File: config.mk
export PLATFORM = sky130hd
export DESIGN_NAME = store_buffer
export DESIGN_NICKNAME = d
export VERILOG_FILES = /design/src/rtl/tartaruga_pkg.sv /design/src/rtl/store_buffer_fwd.sv /design/src/rtl/store_buffer.sv
export SDC_FILE = /design/constraint.sdc
export NUM_CORES = 1
export LEC_CHECK = 0
export BUFFER_PORTS_ARGS = -buffer_cell sky130_fd_sc_hd__buf_2
export CELL_PAD_IN_SITES_DETAIL_PLACEMENT = 0
export CELL_PAD_IN_SITES_GLOBAL_PLACEMENT = 1
export CORE_UTILIZATION = 38
export DETAILED_ROUTE_END_ITERATION = 10
export GPL_TIMING_DRIVEN = 0
export PLACE_DENSITY_LB_ADDON = 0.1
export SYNTH_ARGS = -nofsm -noshare
export SYNTH_HDL_FRONTEND = slang
export SYNTH_SLANG_ARGS = --single-unit
File: constraint.sdc
create_clock -name clk -period 2.3 [get_ports clk]
set_input_delay 0.23 -clock clk [delete_from_list [all_inputs] [get_ports clk]]
set_output_delay 0.23 -clock clk [all_outputs]
set_load 0.05 [all_outputs]
File: src/rtl/tartaruga_pkg.sv
// rtl/tartaruga_pkg.sv - shared core types, including store buffer entry types
package tartaruga_pkg;

  localparam int STORE_BUFFER_SIZE = 4;
  localparam int SB_IDX_W          = $clog2(STORE_BUFFER_SIZE);

  typedef logic [SB_IDX_W-1:0] store_buffer_idx_t;
  typedef logic [31:0]         bus32_t;
  typedef logic [1:0]          mem_size_t;

  localparam mem_size_t MEM_BYTE = 2'b00;
  localparam mem_size_t MEM_HALF = 2'b01;
  localparam mem_size_t MEM_WORD = 2'b10;

  typedef enum logic [1:0] {
    SB_FREE      = 2'd0,
    SB_PENDING   = 2'd1,
    SB_COMMITTED = 2'd2
  } sb_state_t;

  typedef struct packed {
    sb_state_t state;
    bus32_t    addr;
    bus32_t    data;
    mem_size_t size;
  } sb_entry_t;

endpackage

File: src/rtl/store_buffer_fwd.sv
// rtl/store_buffer_fwd.sv - age-ordered load/store word match over buffer entries
// Walks from oldest slot (tail) to youngest (tail-1) so the youngest match overrides.
module store_buffer_fwd
  import tartaruga_pkg::*;
#(
  parameter  int SB_SIZE = STORE_BUFFER_SIZE,
  localparam int IDX_W   = $clog2(SB_SIZE)
) (
  input  sb_entry_t         entries_i [SB_SIZE],
  input  logic [IDX_W-1:0]  tail_i,
  input  logic [31:0]       ld_addr_i,
  output logic              hit_o,
  output logic [31:0]       data_o,
  output logic              stall_o
);

  logic [IDX_W-1:0] idx;
  logic             unused_lo;

  always_comb begin
    hit_o     = 1'b0;
    data_o    = '0;
    stall_o   = 1'b0;
    idx       = '0;
    unused_lo = ^ld_addr_i[1:0];
    for (int k = 0; k < SB_SIZE; k++) begin
      idx       = tail_i + IDX_W'(k);
      unused_lo = unused_lo ^ (^entries_i[k].addr[1:0]);
      if (entries_i[idx].state != SB_FREE && entries_i[idx].addr[31:2] == ld_addr_i[31:2]) begin
        hit_o   = (entries_i[idx].size == MEM_WORD);
        stall_o = (entries_i[idx].size != MEM_WORD);
        data_o  = (entries_i[idx].size == MEM_WORD) ? entries_i[idx].data : '0;
      end
    end
  end

endmodule

File: src/rtl/store_buffer.sv
// rtl/store_buffer.sv - in-order store buffer between MEM, ROB commit and data memory
// Optional load forwarding enabled by defining STORE_FWD_EN.
module store_buffer
  import tartaruga_pkg::*;
#(
  parameter  int SB_SIZE = STORE_BUFFER_SIZE,
  parameter  int ADDR_W  = 32,
  localparam int IDX_W   = $clog2(SB_SIZE)
) (
  input  logic              clk,
  input  logic              rst,
  input  logic              alloc_valid_i,
  input  logic [ADDR_W-1:0] alloc_addr_i,
  input  logic [31:0]       alloc_data_i,
  input  logic [1:0]        alloc_size_i,
  output logic              alloc_ready_o,
  output logic [IDX_W-1:0]  alloc_idx_o,
  input  logic              commit_valid_i,
  input  logic [IDX_W-1:0]  commit_idx_i,
  input  logic              flush_i,
  output logic              dmem_req_o,
  output logic [ADDR_W-1:0] dmem_addr_o,
  output logic [31:0]       dmem_data_o,
  output logic [1:0]        dmem_size_o,
  input  logic              dmem_ack_i,
  input  logic [ADDR_W-1:0] ld_addr_i,
  output logic              ld_hit_o,
  output logic [31:0]       ld_data_o,
  output logic              ld_stall_o,
  output logic              empty_o
);

  localparam logic [0:0] ST_IDLE = 1'b0;
  localparam logic [0:0] ST_BUSY = 1'b1;

  sb_entry_t        ent_q [SB_SIZE];
  sb_entry_t        ent_d [SB_SIZE];
  logic [IDX_W-1:0] head_q, head_d, cmt_q, cmt_d, tail_q, tail_d;
  logic [IDX_W:0]   count_q, count_d, n_cmt;
  logic [0:0]       st_q, st_d;
  logic             alloc_fire, drain_ack;

  assign alloc_ready_o = count_q < (IDX_W+1)'(SB_SIZE);
  assign alloc_idx_o   = tail_q;
  assign empty_o       = (count_q == '0);
  assign alloc_fire    = alloc_valid_i & alloc_ready_o & ~flush_i;
  assign drain_ack     = (st_q == ST_BUSY) & dmem_ack_i;

  // Commit and drain are applied before flush so committed stores always survive.
  always_comb begin
    ent_d   = ent_q;
    head_d  = head_q;
    cmt_d   = cmt_q;
    tail_d  = tail_q;
    count_d = count_q;
    st_d    = st_q;
    n_cmt   = '0;
    if (commit_valid_i) begin
      ent_d[cmt_q].state = SB_COMMITTED;
      cmt_d              = cmt_q + 1'b1;
    end
    if (drain_ack) begin
      ent_d[head_q].state = SB_FREE;
      head_d              = head_q + 1'b1;
    end
    if (flush_i) begin
      for (int i = 0; i < SB_SIZE; i++) begin
        if (ent_d[i].state == SB_PENDING) ent_d[i].state = SB_FREE;
        if (ent_d[i].state == SB_COMMITTED) n_cmt = n_cmt + 1'b1;
      end
      tail_d  = cmt_d;
      count_d = n_cmt;
    end else begin
      if (alloc_fire) begin
        ent_d[tail_q] = '{state: SB_PENDING, addr: alloc_addr_i, data: alloc_data_i, size: alloc_size_i};
        tail_d        = tail_q + 1'b1;
      end
      count_d = count_q + {{IDX_W{1'b0}}, alloc_fire} - {{IDX_W{1'b0}}, drain_ack};
    end
    if (st_q == ST_IDLE || drain_ack)
      st_d = (ent_d[head_d].state == SB_COMMITTED) ? ST_BUSY : ST_IDLE;
  end

  always_ff @(posedge clk) begin
    if (rst) begin
      for (int i = 0; i < SB_SIZE; i++)
        ent_q[i] <= '{state: SB_FREE, addr: '0, data: '0, size: '0};
      head_q  <= '0;
      cmt_q   <= '0;
      tail_q  <= '0;
      count_q <= '0;
      st_q    <= ST_IDLE;
    end else begin
      assert (!commit_valid_i || (commit_idx_i == cmt_q && ent_q[cmt_q].state == SB_PENDING));
      ent_q   <= ent_d;
      head_q  <= head_d;
      cmt_q   <= cmt_d;
      tail_q  <= tail_d;
      count_q <= count_d;
      st_q    <= st_d;
    end
  end

  assign dmem_req_o  = (st_q == ST_BUSY);
  assign dmem_addr_o = dmem_req_o ? ent_q[head_q].addr : '0;
  assign dmem_data_o = dmem_req_o ? ent_q[head_q].data : '0;
  assign dmem_size_o = dmem_req_o ? ent_q[head_q].size : '0;

`ifdef STORE_FWD_EN
  store_buffer_fwd #(.SB_SIZE(SB_SIZE)) u_fwd (
    .entries_i (ent_q),
    .tail_i    (tail_q),
    .ld_addr_i (ld_addr_i),
    .hit_o     (ld_hit_o),
    .data_o    (ld_data_o),
    .stall_o   (ld_stall_o)
  );
`else
  logic unused_ld;
  assign unused_ld  = ^ld_addr_i;
  assign ld_hit_o   = 1'b0;
  assign ld_data_o  = '0;
  assign ld_stall_o = ~empty_o;
`endif

endmodule

Word-level counts from Yosys, hierarchy flattened
Index checks and enable logic that the tools add are counted.
{"block": "totals", "word_cells": 112, "ff_bits": 282}
{"block": "classes", "bitwise": 10, "reduce_logical": 6, "mux": 50, "eq_ne": 9, "add_sub_neg": 8, "magnitude_cmp": 8}
{"op": "bitwise mux 272 bit", "n": 3}
{"op": "2-to-1 mux 272 bit", "n": 3}
{"op": "demux 68 bit (select 2 bit)", "n": 3}
{"op": "2-to-1 mux 66 bit", "n": 6}
{"op": "2-to-1 mux 68 bit", "n": 5}
{"op": "binary-select mux 68 bit (select 2 bit)", "n": 2}
{"op": "2-to-1 mux 32 bit", "n": 2}
{"op": "2-to-1 mux 2 bit", "n": 17}
{"op": "2-to-1 mux 3 bit", "n": 7}
{"op": ">= comparator 3 bit (second input constant)", "n": 4}
{"op": "inverter 2 -> 3 bit", "n": 4}
{"op": "equality test 2 bit (second input constant)", "n": 5}
{"op": "adder 3 x 1 -> 3 bit (second input constant)", "n": 3}
{"op": "< comparator 3 x 1 -> 1 bit (second input constant)", "n": 3}
{"op": "equality test 2 x 1 -> 1 bit (second input constant)", "n": 4}
{"op": "adder 2 x 1 -> 2 bit (second input constant)", "n": 3}
{"op": "adder 3 x 1 -> 3 bit", "n": 1}
{"op": "AND 1 bit", "n": 3}
{"op": "logical AND 1 bit", "n": 3}
{"op": "logical NOT 3 bit", "n": 1}
{"op": "< comparator 3 bit (second input constant)", "n": 1}
{"op": "inverter 1 bit", "n": 3}
{"op": "subtractor 3 x 1 -> 3 bit", "n": 1}
{"op": "2-to-1 mux 1 bit", "n": 2}
{"op": "other kinds (2)", "n": 2}

Longest topological paths before layout
{"block": "logic_depth", "word_depth": 24, "ltp_mapped": 14, "depth_no_buf": 12}

Least setup slack after synthesis
OpenSTA, ideal clock, no wires.
{"block": "synth_path", "path_type": "register to register", "from": "register st_q (netlist: dmem_req_o)", "to": "register count_q[2]", "arrival_time_ns": 2.356, "n_path_buf": 0, "period_less_slack_ns": 2.441, "path_stages_with_launch": 11, "setup_slack_ns": -0.141, "cell_sequence": "dfxtp_1 nand2_1 inv_2 ha_1 inv_1 ha_1 fa_1 xor2_1 xnor2_1 nor2_1 a211oi_1"}
{"block": "synth_between", "elab_chain_len": 17, "word_cells_on_any_way": 30, "classes_between": "add/sub (4); eq/ne (8); mux (17); bitwise (1)"}
{"item": "start, declared", "line": "store_buffer.sv:40", "source": "logic [0:0] st_q, st_d;"}
{"item": "start signal, assigned", "line": "store_buffer.sv:100", "source": "st_q <= st_d;"}
{"item": "AND 1 bit *", "line": "store_buffer.sv:47", "source": "assign drain_ack = (st_q == ST_BUSY) & dmem_ack_i;"}
{"item": "2-to-1 mux 272 bit", "line": "store_buffer.sv:62", "source": "if (drain_ack) begin"}
{"item": "equality test 2 x 1 -> 1 bit", "line": "store_buffer.sv:68", "source": "if (ent_d[i].state == SB_PENDING) ent_d[i].state = SB_FREE;"}
{"item": "2-to-1 mux 2 bit", "line": "store_buffer.sv:68"}
{"item": "2-to-1 mux 2 bit", "line": "store_buffer.sv:66", "source": "if (flush_i) begin"}
{"item": "equality test 2 bit", "line": "store_buffer.sv:69", "source": "if (ent_d[i].state == SB_COMMITTED) n_cmt = n_cmt + 1'b1;"}
{"item": "2-to-1 mux 1 bit", "line": "store_buffer.sv:69"}
{"item": "2-to-1 mux 3 bit", "line": "store_buffer.sv:66"}
{"item": "adder 3 x 1 -> 3 bit", "line": "store_buffer.sv:69"}
{"item": "2-to-1 mux 3 bit", "line": "store_buffer.sv:69"}
{"item": "2-to-1 mux 3 bit", "line": "store_buffer.sv:66"}
{"item": "adder 3 x 1 -> 3 bit", "line": "store_buffer.sv:69"}
{"item": "2-to-1 mux 3 bit", "line": "store_buffer.sv:69"}
{"item": "2-to-1 mux 3 bit", "line": "store_buffer.sv:66"}
{"item": "adder 3 x 1 -> 3 bit", "line": "store_buffer.sv:69"}
{"item": "2-to-1 mux 3 bit", "line": "store_buffer.sv:69"}
{"item": "2-to-1 mux 3 bit *", "line": "store_buffer.sv:66"}
{"item": "end signal, assigned", "line": "store_buffer.sv:99", "source": "count_q <= count_d;"}
{"item": "end, declared", "line": "store_buffer.sv:39", "source": "logic [IDX_W:0] count_q, count_d, n_cmt;"}
Mark *: on every way between the ends. The rest lies on a longest branch, timed or not. The select of a mux whose other input is x is not followed.
A chain may end at the register's enable or synchronous reset.

Worst setup path after layout
{"block": "layout_path", "from": "register head_q[1]", "to": "output port dmem_addr_o[22]"}
{"block": "layout_between", "elab_chain_len": 5}
{"item": "start, declared", "line": "store_buffer.sv:38", "source": "logic [IDX_W-1:0] head_q, head_d, cmt_q, cmt_d, tail_q, tail_d;"}
{"item": "start signal, assigned", "line": "store_buffer.sv:88", "source": "head_q <= '0;"}
{"item": "start signal, assigned", "line": "store_buffer.sv:96", "source": "head_q <= head_d;"}
{"item": "inverter 2 -> 3 bit (not written as such)", "line": "store_buffer.sv:105", "source": "assign dmem_addr_o = dmem_req_o ? ent_q[head_q].addr : '0;"}
{"item": "binary-select mux 68 bit (select 2 bit)", "line": "store_buffer.sv:105"}
{"item": "2-to-1 mux 66 bit (2 in a row)"}
{"item": "2-to-1 mux 32 bit", "line": "store_buffer.sv:105"}
{"item": "end, declared", "line": "store_buffer.sv:22", "source": "output logic [ADDR_W-1:0] dmem_addr_o,"}
No other way between the ends. The select of a mux whose other input is x is not followed.

==> qor_table.md <==
| Quantity | Reported | Unit |
| --- | --- | --- |
| Final WS setup | -51.6 | ps |
| Overflow after GRT | 0 | - |
| Dominant cells by area after synthesis | sky130_fd_sc_hd__dfxtp_1 (44%), sky130_fd_sc_hd__nand2_1 (16%), sky130_fd_sc_hd__mux4_2 (12%) | - |
| Main synth FF type | sky130_fd_sc_hd__dfxtp_1 | - |
| Kind of launch point of the worst setup path | register | - |
| TritonCTS Buffers | 34 | - |
| Proportion of register bits with asynchronous set or reset after synthesis | 0 | % |
| Critical path capture point type | output pin | - |
| Mean Syn Cell Area | 8.63 | um2 |
| Post-route setup TNS | -547 | ps |
| VDD IR max | 0.494 | mV |
| Final hold viol count | 0 | - |
| Die extent in x | 186 | um |
| Overall track demand over capacity in global routing | 25.7 | % |
| Post-synth top cells | sky130_fd_sc_hd__nand2_1 (531), sky130_fd_sc_hd__dfxtp_1 (282), sky130_fd_sc_hd__a21oi_1 (242) | - |
| 1st-pass router iterations | 5 | - |
| Total placed instance area | 0.0142 | mm2 |
| Max frequency | 425 | MHz |
| Global placer's final weighted congestion | 0.827 | - |
| Antenna violations before repair | 1 | - |
| TritonCTS clock tree | built | - |
| Required arrival time at the worst endpoint | 2070 | ps |
| Yosys warning count | 0 | - |
| Failing checks | setup timing | - |
| Start-to-end type of the worst setup path | reg -> out | - |
| Sequential-to-total area share from yosys stat | 43.9 | % |
| Final slew viol count | 0 | - |
| Worst Tran Pin Value | 834 | ps |
| Master cell of the clock root buffer | sky130_fd_sc_hd__clkbuf_16 | - |
| Critical-path maximum fanout | 7 | - |
| Count of maximum capacitance violations | 0 | - |
| FF+latch count, synth | 282 | - |
| Initial Utilization | 39.1 | % |
| Area growth syn-to-layout | 34.3 | % |
| Worst reg-to-reg setup slack | 30 | ps |
| Number of synthesized flops with an enable pin | 0 | - |
| Number of nets still failing antenna checks after routing | 0 | - |
| Worst path arrival time | 2120 | ps |
| Wire length of the first global-routing pass | 65,500 | um |
| Placed wire-length estimate after detailed placement | 28,600 | um |
| Total standard cell area after synthesis | 0.0128 | mm2 |
| Clk_skew | 12.8 | ps |
| Power density normalized to cell area | 734 | mW/mm2 |
| Longest Clk Path Bufs | 3 | - |
| Area share of the largest cell type after synthesis | 43.9 | % |
| Detailed-route wire length per cell | 19.8 | um |
| Final layout net count | 1,906 | - |
| # setup viols final | 32 | - |
| Leak Pwr | 6.37 | nW |
| Number of global-route vias before repair | 10,965 | - |
| Core region area | 0.0329 | mm2 |
| I/O pins | 211 | - |
| Fraction of layout instances using a drive strength above 1 | 29.3 | % |
| Share of the clock period used by the worst path after layout | 102 | % |
| Worst min-delay path class | in -> reg | - |
| Residual DRC | 0 | - |
| Number of H-tree levels | 2 | - |
| Largest net degree at the start of global routing | 13 | - |
| Most frequent cell after synthesis | sky130_fd_sc_hd__nand2_1 | - |
| DR vias/cell | 5.06 | - |
| Sum of routed wire length over all layers | 44,500 | um |
| Buffers added on ports | 141 | - |
| Cell count after synthesis | 1,489 | - |
| Cell type with the largest total area after synthesis | sky130_fd_sc_hd__dfxtp_1 | - |
| Initial detailed-routing violation count | 733 | - |
| Unrepaired setup endpoints after global routing | true | - |
| Fin crit period | 2350 | ps |
| Run status | finished, violations left | - |
| TritonCTS sink count | 282 | - |
| Height of the chip | 186 | um |
| Number of distinct library cells after synthesis | 52 | - |
| Worst slew slack as a fraction of its limit | 44.4 | % |
| DR vias | 11,367 | - |
| Clock Latency Late Sink | 510 | ps |
| Total number of placement rows | 66 | - |
| Final instance area | 0.0173 | mm2 |
| Clock transition at the register clock pins on the worst setup and hold paths after CTS | 60 | ps |
| Die Footprint | 0.0346 | mm2 |
## stage by stage
| stage | utilization (%) | cells | power, mW | setup WS [ps] | hold WS [ps] |
|---|---|---|---|---|---|
| 3_5_place_dp | 43.3 | 2104 | 6.92 | -404 | 443 |
| 5_1_grt | 52.5 | 2245 | 13.1 | -87.9 | 3.22 |
| 3_3_place_gp | 43.3 | 2104 | 6.91 | -392 | 439 |
| 2_1_floorplan | - | 1521 | 6.29 | 13.9 | 357 |
| 6_report | 52.5 | 2246 | 12.7 | -51.6 | 5.10 |
| 4_1_cts | 50.4 | 2232 | 12.6 | -105 | 0.230 |
## logic make-up (layout without fill, tap and decap cells)
logic type / count (synthesis) / count (layout) / synth area share (%)
AOI/OAI and AO/OA: 291 / 291 / 12.6
other: 1 / 34 / 0.0292
adders and majority gates: 18 / 18 / 1.81
and+or+nand+nor: 650 / 650 / 21.5
buffers and inverters: 169 / 451 / 7.66
xor gates and xnor gates: 7 / 7 / 0.477
DFF: 282 / 282 / 43.9
muxes: 71 / 71 / 12.0
## cells in the final DEF (no fill, tap or decap), types with 3 or more instances in the layout
cell type | netlist | final
sky130_fd_sc_hd__clkbuf_1 | 52 | 48
sky130_fd_sc_hd__clkinv_2 | 0 | 5
sky130_fd_sc_hd__nand2b_1 | 3 | 3
sky130_fd_sc_hd__nand2_1 | 531 | 529
sky130_fd_sc_hd__ha_4 | 0 | 3
sky130_fd_sc_hd__clkbuf_4 | 0 | 5
sky130_fd_sc_hd__buf_16 | 0 | 5
sky130_fd_sc_hd__mux4_2 | 66 | 66
sky130_fd_sc_hd__ha_1 | 17 | 12
sky130_fd_sc_hd__nand3b_1 | 3 | 3
sky130_fd_sc_hd__nand3_1 | 5 | 5
sky130_fd_sc_hd__clkbuf_2 | 0 | 3
sky130_fd_sc_hd__clkbuf_16 | 0 | 43
sky130_fd_sc_hd__buf_8 | 2 | 14
sky130_fd_sc_hd__and2_4 | 0 | 66
sky130_fd_sc_hd__mux2i_1 | 5 | 4
sky130_fd_sc_hd__inv_1 | 17 | 14
sky130_fd_sc_hd__buf_2 | 39 | 103
sky130_fd_sc_hd__dfxtp_1 | 282 | 277
sky130_fd_sc_hd__nor3_1 | 3 | 3
sky130_fd_sc_hd__buf_12 | 1 | 6
sky130_fd_sc_hd__nor2_1 | 12 | 12
sky130_fd_sc_hd__buf_4 | 38 | 52
sky130_fd_sc_hd__and2_1 | 70 | 4
sky130_fd_sc_hd__clkbuf_8 | 0 | 8
sky130_fd_sc_hd__dlygate4sd3_1 | 0 | 57
sky130_fd_sc_hd__dfxtp_4 | 0 | 3
sky130_fd_sc_hd__xnor2_1 | 5 | 5
sky130_fd_sc_hd__a21oi_2 | 31 | 30
sky130_fd_sc_hd__conb_1 | 1 | 33
sky130_fd_sc_hd__buf_6 | 16 | 79
sky130_fd_sc_hd__nand2_2 | 10 | 12
sky130_fd_sc_hd__a211oi_1 | 4 | 3
sky130_fd_sc_hd__a21oi_1 | 242 | 241
## routing by layer
layer  share of wire, %  vias up  GRT usage (%)
met5                  0        -              0
met4                2.0        0           7.51
met3                5.5       54           3.25
met2                 48      334           43.3
met1                 45     5506           34.3
li1                   -     5473              -
## layout make-up
class                           count  area (um2)
Antenna cell                        1        2.50
Tap cell                          442         553
Clock buffer                       49        1040
Inverter                           18        73.8
Multi-Input combinational cell   1070        6620
Buffer                            151        1150
Timing Repair Buffer              225        2070
Sequential cell                   282        5660
Fill cell                        3177       15600
Clock inverter                      8        96.3
## final timing paths
kind,start,endpoint,cells after the start
worst min-delay path,alloc_data_i[2],register,3
worst min register to register,register,register,2
worst max register to register,head_q[0]$_SDFF_PP0_,count_q[2]$_SDFF_PP0_,12
worst max-delay path,head_q[1]$_SDFF_PP0_,dmem_addr_o[22],6
## critical path, cell delays in order, from the launching register on
cell,delay [ps]
sky130_fd_sc_hd__dfxtp_4,380
sky130_fd_sc_hd__buf_12,170
sky130_fd_sc_hd__buf_12,130
sky130_fd_sc_hd__buf_6,100
sky130_fd_sc_hd__mux4_2,480
sky130_fd_sc_hd__and2_4,190
sky130_fd_sc_hd__buf_8,150
## what timing repair did
item	CTS	global route
pin swaps	3	16
setup endpoints to repair	69	68
hold endpoints to repair	199	0
hold buffers	57	0
gates resized for setup	162	178
buffers inserted	13	8
cloned	1	6
## power breakdown
part / switching, mW / internal (mW) / total, mW
Combinational: 1.28 / 0.757 / 2.04
Sequential: 0.0900 / 5.03 / 5.12
Clock: 2.16 / 3.36 / 5.52
Total: 3.52 / 9.15 / 12.7
Power figures use the tool's default switching activity.
